$ cat src/rtl/pipe_ctrl_pkg.sv
// Shared definitions for the pipeline controller: FSM state encoding and
// the fixed stage indices of the front of the pipeline.
package pipe_ctrl_pkg;

    typedef enum logic [1:0] {
        ST_RUN     = 2'd0,
        ST_LDSTALL = 2'd1,
        ST_MEMWAIT = 2'd2,
        ST_REDIR   = 2'd3
    } pc_state_e;

    localparam int S_IF = 0;
    localparam int S_ID = 1;
    localparam int S_EX = 2;

endpackage

$ cat src/rtl/pipe_ctrl_hazard_detect.sv
// Load-use hazard compare: a valid load in EX whose destination is read by
// the valid instruction in ID. Writes to x0 never create a dependency.
module hazard_detect
    import pipe_ctrl_pkg::*;
#(
    parameter int RAW = 5
) (
    input  logic [RAW-1:0] ex_rd_i,
    input  logic           ex_rd_vld_i,
    input  logic           ex_is_load_i,
    input  logic           ex_stage_vld_i,
    input  logic           id_stage_vld_i,
    input  logic [RAW-1:0] id_rs1_i,
    input  logic           id_rs1_vld_i,
    input  logic [RAW-1:0] id_rs2_i,
    input  logic           id_rs2_vld_i,
    output logic           hazard_o
);

    logic rs1_match;
    logic rs2_match;
    logic ex_load_live;

    assign rs1_match    = id_rs1_vld_i & (id_rs1_i == ex_rd_i);
    assign rs2_match    = id_rs2_vld_i & (id_rs2_i == ex_rd_i);
    assign ex_load_live = ex_is_load_i & ex_rd_vld_i & (ex_rd_i != '0) & ex_stage_vld_i;

    assign hazard_o = ex_load_live & id_stage_vld_i & (rs1_match | rs2_match);

endmodule

$ cat src/rtl/pipe_ctrl.sv
// Pipeline controller: arbitrates memory freeze, EX/ID redirects and load-use
// stalls into per-stage stall/flush controls, tracks per-stage valid bits and
// counts stall/flush cycles. Redirect and stall/flush outputs are
// combinational; valid bits, state and counters are registered.
module pipe_ctrl
    import pipe_ctrl_pkg::*;
#(
    parameter int STAGES = 5,
    parameter int XLEN   = 32,
    parameter int RAW    = 5,
    parameter int CNT_W  = 32
) (
    input  logic              clk,
    input  logic              rst,
    input  logic              if_vld,
    input  logic [RAW-1:0]    id_rs1,
    input  logic [RAW-1:0]    id_rs2,
    input  logic              id_rs1_vld,
    input  logic              id_rs2_vld,
    input  logic [RAW-1:0]    ex_rd,
    input  logic              ex_rd_vld,
    input  logic              ex_is_load,
    input  logic              id_jmp_vld,
    input  logic [XLEN-1:0]   id_jmp_addr,
    input  logic              ex_jmp_vld,
    input  logic [XLEN-1:0]   ex_jmp_addr,
    input  logic              mem_busy,
    output logic [STAGES-1:0] stall,
    output logic [STAGES-1:0] flush,
    output logic [STAGES-1:0] stage_vld,
    output logic              jmp_vld_IF,
    output logic [XLEN-1:0]   jmp_addr_IF,
    output logic [1:0]        state,
    output logic [CNT_W-1:0]  stall_cnt,
    output logic [CNT_W-1:0]  flush_cnt
);

    logic [STAGES-1:0] stage_vld_q, stage_vld_d;
    pc_state_e         state_q, state_d;
    logic [CNT_W-1:0]  stall_cnt_q, stall_cnt_d;
    logic [CNT_W-1:0]  flush_cnt_q, flush_cnt_d;

    logic [STAGES-1:0] stall_c;
    logic [STAGES-1:0] flush_c;
    logic [STAGES-1:0] shift_in;
    logic              jmp_vld_c;
    logic [XLEN-1:0]   jmp_addr_c;
    logic              hazard;
    logic              ex_redir;
    logic              id_redir;

    // Counters stick at all-ones instead of wrapping.
    function automatic logic [CNT_W-1:0] sat_inc(input logic [CNT_W-1:0] v);
        return (&v) ? v : v + CNT_W'(1);
    endfunction

    hazard_detect #(
        .RAW (RAW)
    ) u_hazard_detect (
        .ex_rd_i        (ex_rd),
        .ex_rd_vld_i    (ex_rd_vld),
        .ex_is_load_i   (ex_is_load),
        .ex_stage_vld_i (stage_vld_q[S_EX]),
        .id_stage_vld_i (stage_vld_q[S_ID]),
        .id_rs1_i       (id_rs1),
        .id_rs1_vld_i   (id_rs1_vld),
        .id_rs2_i       (id_rs2),
        .id_rs2_vld_i   (id_rs2_vld),
        .hazard_o       (hazard)
    );

    // Jumps only count when the instruction carrying them is actually valid.
    assign ex_redir = ex_jmp_vld & stage_vld_q[S_EX];
    assign id_redir = id_jmp_vld & stage_vld_q[S_ID];

    // Event arbitration: memory freeze beats EX redirect beats load-use beats ID redirect.
    always_comb begin
        stall_c    = '0;
        flush_c    = '0;
        jmp_vld_c  = 1'b0;
        jmp_addr_c = '0;
        state_d    = ST_RUN;
        if (rst) begin
            flush_c = '1;
        end else if (mem_busy) begin
            stall_c = '1;
            state_d = ST_MEMWAIT;
        end else if (ex_redir) begin
            jmp_vld_c     = 1'b1;
            jmp_addr_c    = ex_jmp_addr;
            flush_c[S_ID] = 1'b1;
            flush_c[S_IF] = 1'b1;
            state_d       = ST_REDIR;
        end else if (hazard) begin
            stall_c[S_ID] = 1'b1;
            stall_c[S_IF] = 1'b1;
            flush_c[S_EX] = 1'b1;
            state_d       = ST_LDSTALL;
        end else if (id_redir) begin
            jmp_vld_c     = 1'b1;
            jmp_addr_c    = id_jmp_addr;
            flush_c[S_IF] = 1'b1;
        end
    end

    // Valid-bit advance: flush inserts a bubble, stall holds, otherwise shift.
    always_comb begin
        shift_in    = {stage_vld_q[STAGES-2:0], if_vld};
        stage_vld_d = '0;
        for (int i = 0; i < STAGES; i++) begin
            if (flush_c[i]) begin
                stage_vld_d[i] = 1'b0;
            end else if (stall_c[i]) begin
                stage_vld_d[i] = stage_vld_q[i];
            end else begin
                stage_vld_d[i] = shift_in[i];
            end
        end
        stall_cnt_d = (|stall_c) ? sat_inc(stall_cnt_q) : stall_cnt_q;
        flush_cnt_d = (|flush_c) ? sat_inc(flush_cnt_q) : flush_cnt_q;
    end

    // Control state register with asynchronous reset.
    always_ff @(posedge clk or posedge rst) begin
        if (rst) begin
            stage_vld_q <= '0;
            state_q     <= ST_RUN;
            stall_cnt_q <= '0;
            flush_cnt_q <= '0;
        end else begin
            stage_vld_q <= stage_vld_d;
            state_q     <= state_d;
            stall_cnt_q <= stall_cnt_d;
            flush_cnt_q <= flush_cnt_d;
        end
    end

    assign stall       = stall_c;
    assign flush       = flush_c;
    assign jmp_vld_IF  = jmp_vld_c;
    assign jmp_addr_IF = jmp_addr_c;
    assign stage_vld   = stage_vld_q;
    assign state       = 2'(state_q);
    assign stall_cnt   = stall_cnt_q;
    assign flush_cnt   = flush_cnt_q;

endmodule

$ cat config.mk
export PLATFORM = sky130hd
export DESIGN_NAME = pipe_ctrl
export DESIGN_NICKNAME = d
export VERILOG_FILES = /design/src/rtl/pipe_ctrl_pkg.sv /design/src/rtl/pipe_ctrl_hazard_detect.sv /design/src/rtl/pipe_ctrl.sv
export SDC_FILE = /design/constraint.sdc
export NUM_CORES = 1
export LEC_CHECK = 0
export ABC_AREA = 1
export CAP_MARGIN = 10
export CORE_ASPECT_RATIO = 2
export CORE_MARGIN = 1.5
export CORE_UTILIZATION = 49
export CTS_CLUSTER_DIAMETER = 150
export CTS_CLUSTER_SIZE = 8
export DETAILED_ROUTE_END_ITERATION = 8
export GPL_TIMING_DRIVEN = 0
export PLACE_DENSITY = 0.95
export SETUP_SLACK_MARGIN = 0.4
export SLEW_MARGIN = 5
export SYNTH_ARGS = -nofsm -noshare
export SYNTH_HDL_FRONTEND = slang
export SYNTH_HIERARCHICAL = 1
export SYNTH_SLANG_ARGS = --single-unit
$ cat constraint.sdc
create_clock -name clk -period 7.67 [get_ports clk]
set_clock_uncertainty 0.1 [all_clocks]
set_input_delay 1.534 -clock clk [delete_from_list [all_inputs] [get_ports clk]]
set_output_delay 1.534 -clock clk [all_outputs]
set_load 0.02 [all_outputs]
==> flow_summary_export.csv <==
group,metric,value,unit
global_route,via_count_of_the_first_global_routing_pass,6104,
status,result_of_the_run,"completed",
critical_path,nature_of_the_critical_path_startpoint,"input pin",
sta,fin_crit,6086,ps
cts,clkLatencyLatePin,340,ps
synth,ys_ff_latch,71,
critical_path,crit_buf_inv,4,
sta,rsz0062_at_grt,"false",
critical_path,critical-path-top-delay-family,"buffers and inverters",
hold_path,worstHoldStart,"stage_vld[4]",
placement,place_congestion,0.9631,
floorplan,start_util,49.73,%
synth,netlist_area,5376,um2
final_layout,layout.cells.non_filler,1246,
floorplan,boundaryPins,203,
placement,place_hpwl,14700,um
critical_path,regToRegEndpoint,"flush_cnt[12]",
critical_path,critical-path-slowest-cell,"sky130_fd_sc_hd__clkdlybuf4s50_1",
critical_path,worstPathArrival,4450,ps
final_layout,postLayoutCoreUtil,73.47,%
floorplan,coreArea,10810,um2
final_layout,antenna-diode-count,0,
critical_path,path_common_cell,"sky130_fd_sc_hd__nor2_1",
run,number_of_max_cap_violations,0,
critical_path,critical_path_rt,6040,ps
power,power.share.combinational,27.1,%
cts,path_clk_slew,60,ps
sta,tightestPinTransition,487.0,ps
cts,root_buffer,"sky130_fd_sc_hd__clkbuf_16",
detailed_routing,drt_pass1_iterations,5,
global_route,globalRoute.totalOverflow,0,
power,power.net_switching,404.4,uW
critical_path,crit_fanout,10,
sta,slew_headroom,67.53,%
critical_path,timing.critical_path.to_type,"primary output",
sta,finalHoldViolations,0,
placement,numPortBuffers,202,
power,internal-power,903.2,uW
critical_path,reg2regPathDepth,10,
sta,setup_viol,0,
synth,synth_nets,978,
cts,hold_buffers,0,
synth,postSynthAreaPerCell,6.061,um2
synth,dominantRegCellSynth,"sky130_fd_sc_hd__dfrtp_1",
power,total_power,1.308,mW
synth,yosys.area.top_type_share,33.05,%
floorplan,die_width,77.07,um
final_layout,final.fill_count,837,
cts,tritoncts,"built",
synth,ys_async_rst_share,100.0,%
detailed_routing,detailedRoute.firstIterationViolations,330,
critical_path,timing.rr.start,"stage_vld[1]",
cts,htree_num_levels,3,
synth,synth-seq-area-share,33.05,%
global_route,antenna_found_initial,0,
synth,synth.yosys.warnings,6,
synth,number_of_standard_cells_after_synthesis,887,
global_route,global_route.usage.total,32.85,%
sta,timing.final.max_slew_violations,0,
floorplan,rows,54,
cts,cts_resized,0,
sta,fin_tns_setup,0,ps
synth,synth.largest_area_cell,"sky130_fd_sc_hd__dfrtp_1",
hold_path,hold-path-endpoint,"stage_vld[4]",
hold_path,worstHoldPathType,"register to register",
cts,numCtsBuffers,9,
synth,synth_edf_count,0,
power,swShare,30.92,%
hold_path,min_delay_path_depth,2,
detailed_routing,drt-vias-per-instance,5.116,
critical_path,reg2reg_setup_slack,5410,ps
sta,timing.fmax,164.3,MHz
floorplan,die_span_y,151.1,um
placement,dp.cells,1230,
power,power.sequential.fraction,35.4,%
critical_path,largest_stage_delay_worst_path,680,ps
detailed_routing,antenna_violating_nets_post_route,0,
detailed_routing,route.final.wire_length,18590,um
cts,post-cts-setup-buffers,0,
cts,tritoncts_sink_count,71,
power,pwr-share-clk,37.5,%
final_layout,syn_to_final_growth,47.73,%
final_layout,drive_above_1_share,6.239,%
final_layout,num-nets-final,1192,
power,worst_ir_drop_vdd,155.7,uV
detailed_routing,wl_per_cell,14.92,um
cts,clockBufferDepth,2,
power,power.density,164.6,nW/um2
sta,hold-worst-slack,411.5,ps
sta,period_share,79.35,%
critical_path,cell_by_cell_listing_of_the_critical_path,"clkdlybuf4s50_1, inv_1, o21ai_0, nor2_1, nand3_1, a21oi_2, nor2_1, nand2_1, nor2_1, clkbuf_1, nand2_1, a21oi_1, clkdlybuf4s50_1",
global_route,grt_first_pass_wirelength,29710,um
critical_path,worst-setup-path-type,"input pin to primary output",
global_route,grt_start_max_net_pins,40,
detailed_routing,drcViolationCount,0,
detailed_routing,vias,6375,
synth,synthDistinctLibCells,31,
floorplan,die_area,11650,um2
synth,yosys-top-cells-area,"sky130_fd_sc_hd__dfrtp_1, sky130_fd_sc_hd__nand2_1, sky130_fd_sc_hd__nor2_1, sky130_fd_sc_hd__inv_1, sky130_fd_sc_hd__nand3_1",
power,leakage,3.538,nW
[synth_stat cells, types with 2 or more instances]
library cell	instances
sky130_fd_sc_hd__inv_1	75
sky130_fd_sc_hd__clkbuf_1	9
sky130_fd_sc_hd__nand4_1	10
sky130_fd_sc_hd__nand2_2	8
sky130_fd_sc_hd__nor2_4	3
sky130_fd_sc_hd__dfrtp_1	71
sky130_fd_sc_hd__ha_1	2
sky130_fd_sc_hd__buf_2	4
sky130_fd_sc_hd__nand2_1	439
sky130_fd_sc_hd__nand3b_1	8
sky130_fd_sc_hd__inv_2	5
sky130_fd_sc_hd__xor2_1	15
sky130_fd_sc_hd__xnor2_1	9
sky130_fd_sc_hd__nand2_4	5
sky130_fd_sc_hd__nand3_1	39
sky130_fd_sc_hd__o21ai_0	10
sky130_fd_sc_hd__a21oi_1	35
sky130_fd_sc_hd__nor2_2	11
sky130_fd_sc_hd__nor2_1	110
sky130_fd_sc_hd__buf_4	8
[worst max-delay path by stage]
| stage | startpoint | to | slack, ps | cells after the start |
|---|---|---|---|---|
| 3_5_place_dp | ex_rd[2] | jmp_addr_IF[12] | 1640 | 13 |
| 5_1_grt | ex_rd[2] | jmp_addr_IF[19] | 1300 | 13 |
| 4_1_cts | ex_rd[2] | jmp_addr_IF[12] | 1620 | 13 |
| 2_1_floorplan | rst | stall[1] | 2880 | 5 |
| 3_3_place_gp | rst | stall[1] | 1350 | 7 |
| 6_report | ex_rd[2] | jmp_addr_IF[14] | 1580 | 13 |
[state kept, by name, summed over array words and instances (netlist names)]
| signal | cells |
|---|---|
| state | 2 |
| stall_cnt | 32 |
| stage_vld | 5 |
| flush_cnt | 32 |
[metal layers]
metal	track usage [%]	share of wire, %	wire length (um)
met1	32.46	35	6425
met2	60.04	52	9682
met3	11.02	8.2	1530
met4	17.45	5.1	955
met5	0	0	0
[power groups by stage]
stage / Sequential, mW / Clock [mW] / Combinational [mW]
2_1_floorplan: 0.500 / 0 / 0.154
3_3_place_gp: 0.468 / 0 / 0.345
3_5_place_dp: 0.470 / 0 / 0.353
4_1_cts: 0.464 / 0.495 / 0.355
5_1_grt: 0.469 / 0.514 / 0.387
6_report: 0.464 / 0.490 / 0.354
[metrics by stage]
step	setup slack [ps]	cell area (um2)
global route	1303	7943
global placement	1347	7574
CTS	1615	7943
floorplan	2878	5376
detailed placement	1638	7596
finish	1584	7943
[layout make-up]
class | instances | area, um2 | share of cell area (%)
Sequential cell | 71 | 1777 | 22.37
Buffer | 24 | 160.2 | 2.016
Clock buffer | 10 | 239.0 | 3.009
Multi-Input combinational cell | 712 | 3139 | 39.52
Inverter | 80 | 302.8 | 3.812
Tap cell | 140 | 175.2 | 2.205
Clock inverter | 6 | 107.6 | 1.355
Timing Repair Buffer | 203 | 2042 | 25.71
[cell usage in the layout (no fill, tap or decap), drive strengths merged]
cell / netlist / layout
a21oi: 37 / 37
buf: 15 / 16
bufinv: 0 / 3
clkbuf: 9 / 19
clkdlybuf4s50: 0 / 202
clkinv: 0 / 2
clkinvlp: 0 / 1
dfrtp: 71 / 71
ha: 2 / 2
inv: 80 / 80
nand2: 452 / 452
nand3: 41 / 41
nand3b: 8 / 8
nand4: 10 / 10
nor2: 125 / 125
nor3: 1 / 1
o21ai: 10 / 10
o21bai: 1 / 1
o22ai: 1 / 1
xnor2: 9 / 9
xor2: 15 / 15
[cells by family (layout without fill, tap and decap cells)]
| group | Yosys count | in the layout | share of synthesized area (%) |
|---|---|---|---|
| simple gates | 637 | 637 | 49.10 |
| buf+inv | 104 | 323 | 8.564 |
| flops | 71 | 71 | 33.05 |
| compound gates | 49 | 49 | 4.911 |
| xor+xnor | 24 | 24 | 3.910 |
| fa+ha+maj | 2 | 2 | 0.4654 |
[worst register-to-register path, stage by stage (launching register included)]
cell and delay, ps:
sky130_fd_sc_hd__dfrtp_1 460, sky130_fd_sc_hd__nand4_1 150, sky130_fd_sc_hd__a21oi_2 230, sky130_fd_sc_hd__nor2_1 80, sky130_fd_sc_hd__nand2_1 150, sky130_fd_sc_hd__nand3_1 190
sky130_fd_sc_hd__nor2_2 300, sky130_fd_sc_hd__a21oi_4 120, sky130_fd_sc_hd__buf_2 220, sky130_fd_sc_hd__nand2_1 100, sky130_fd_sc_hd__nand2_1 50
Power figures use the tool's default switching activity.
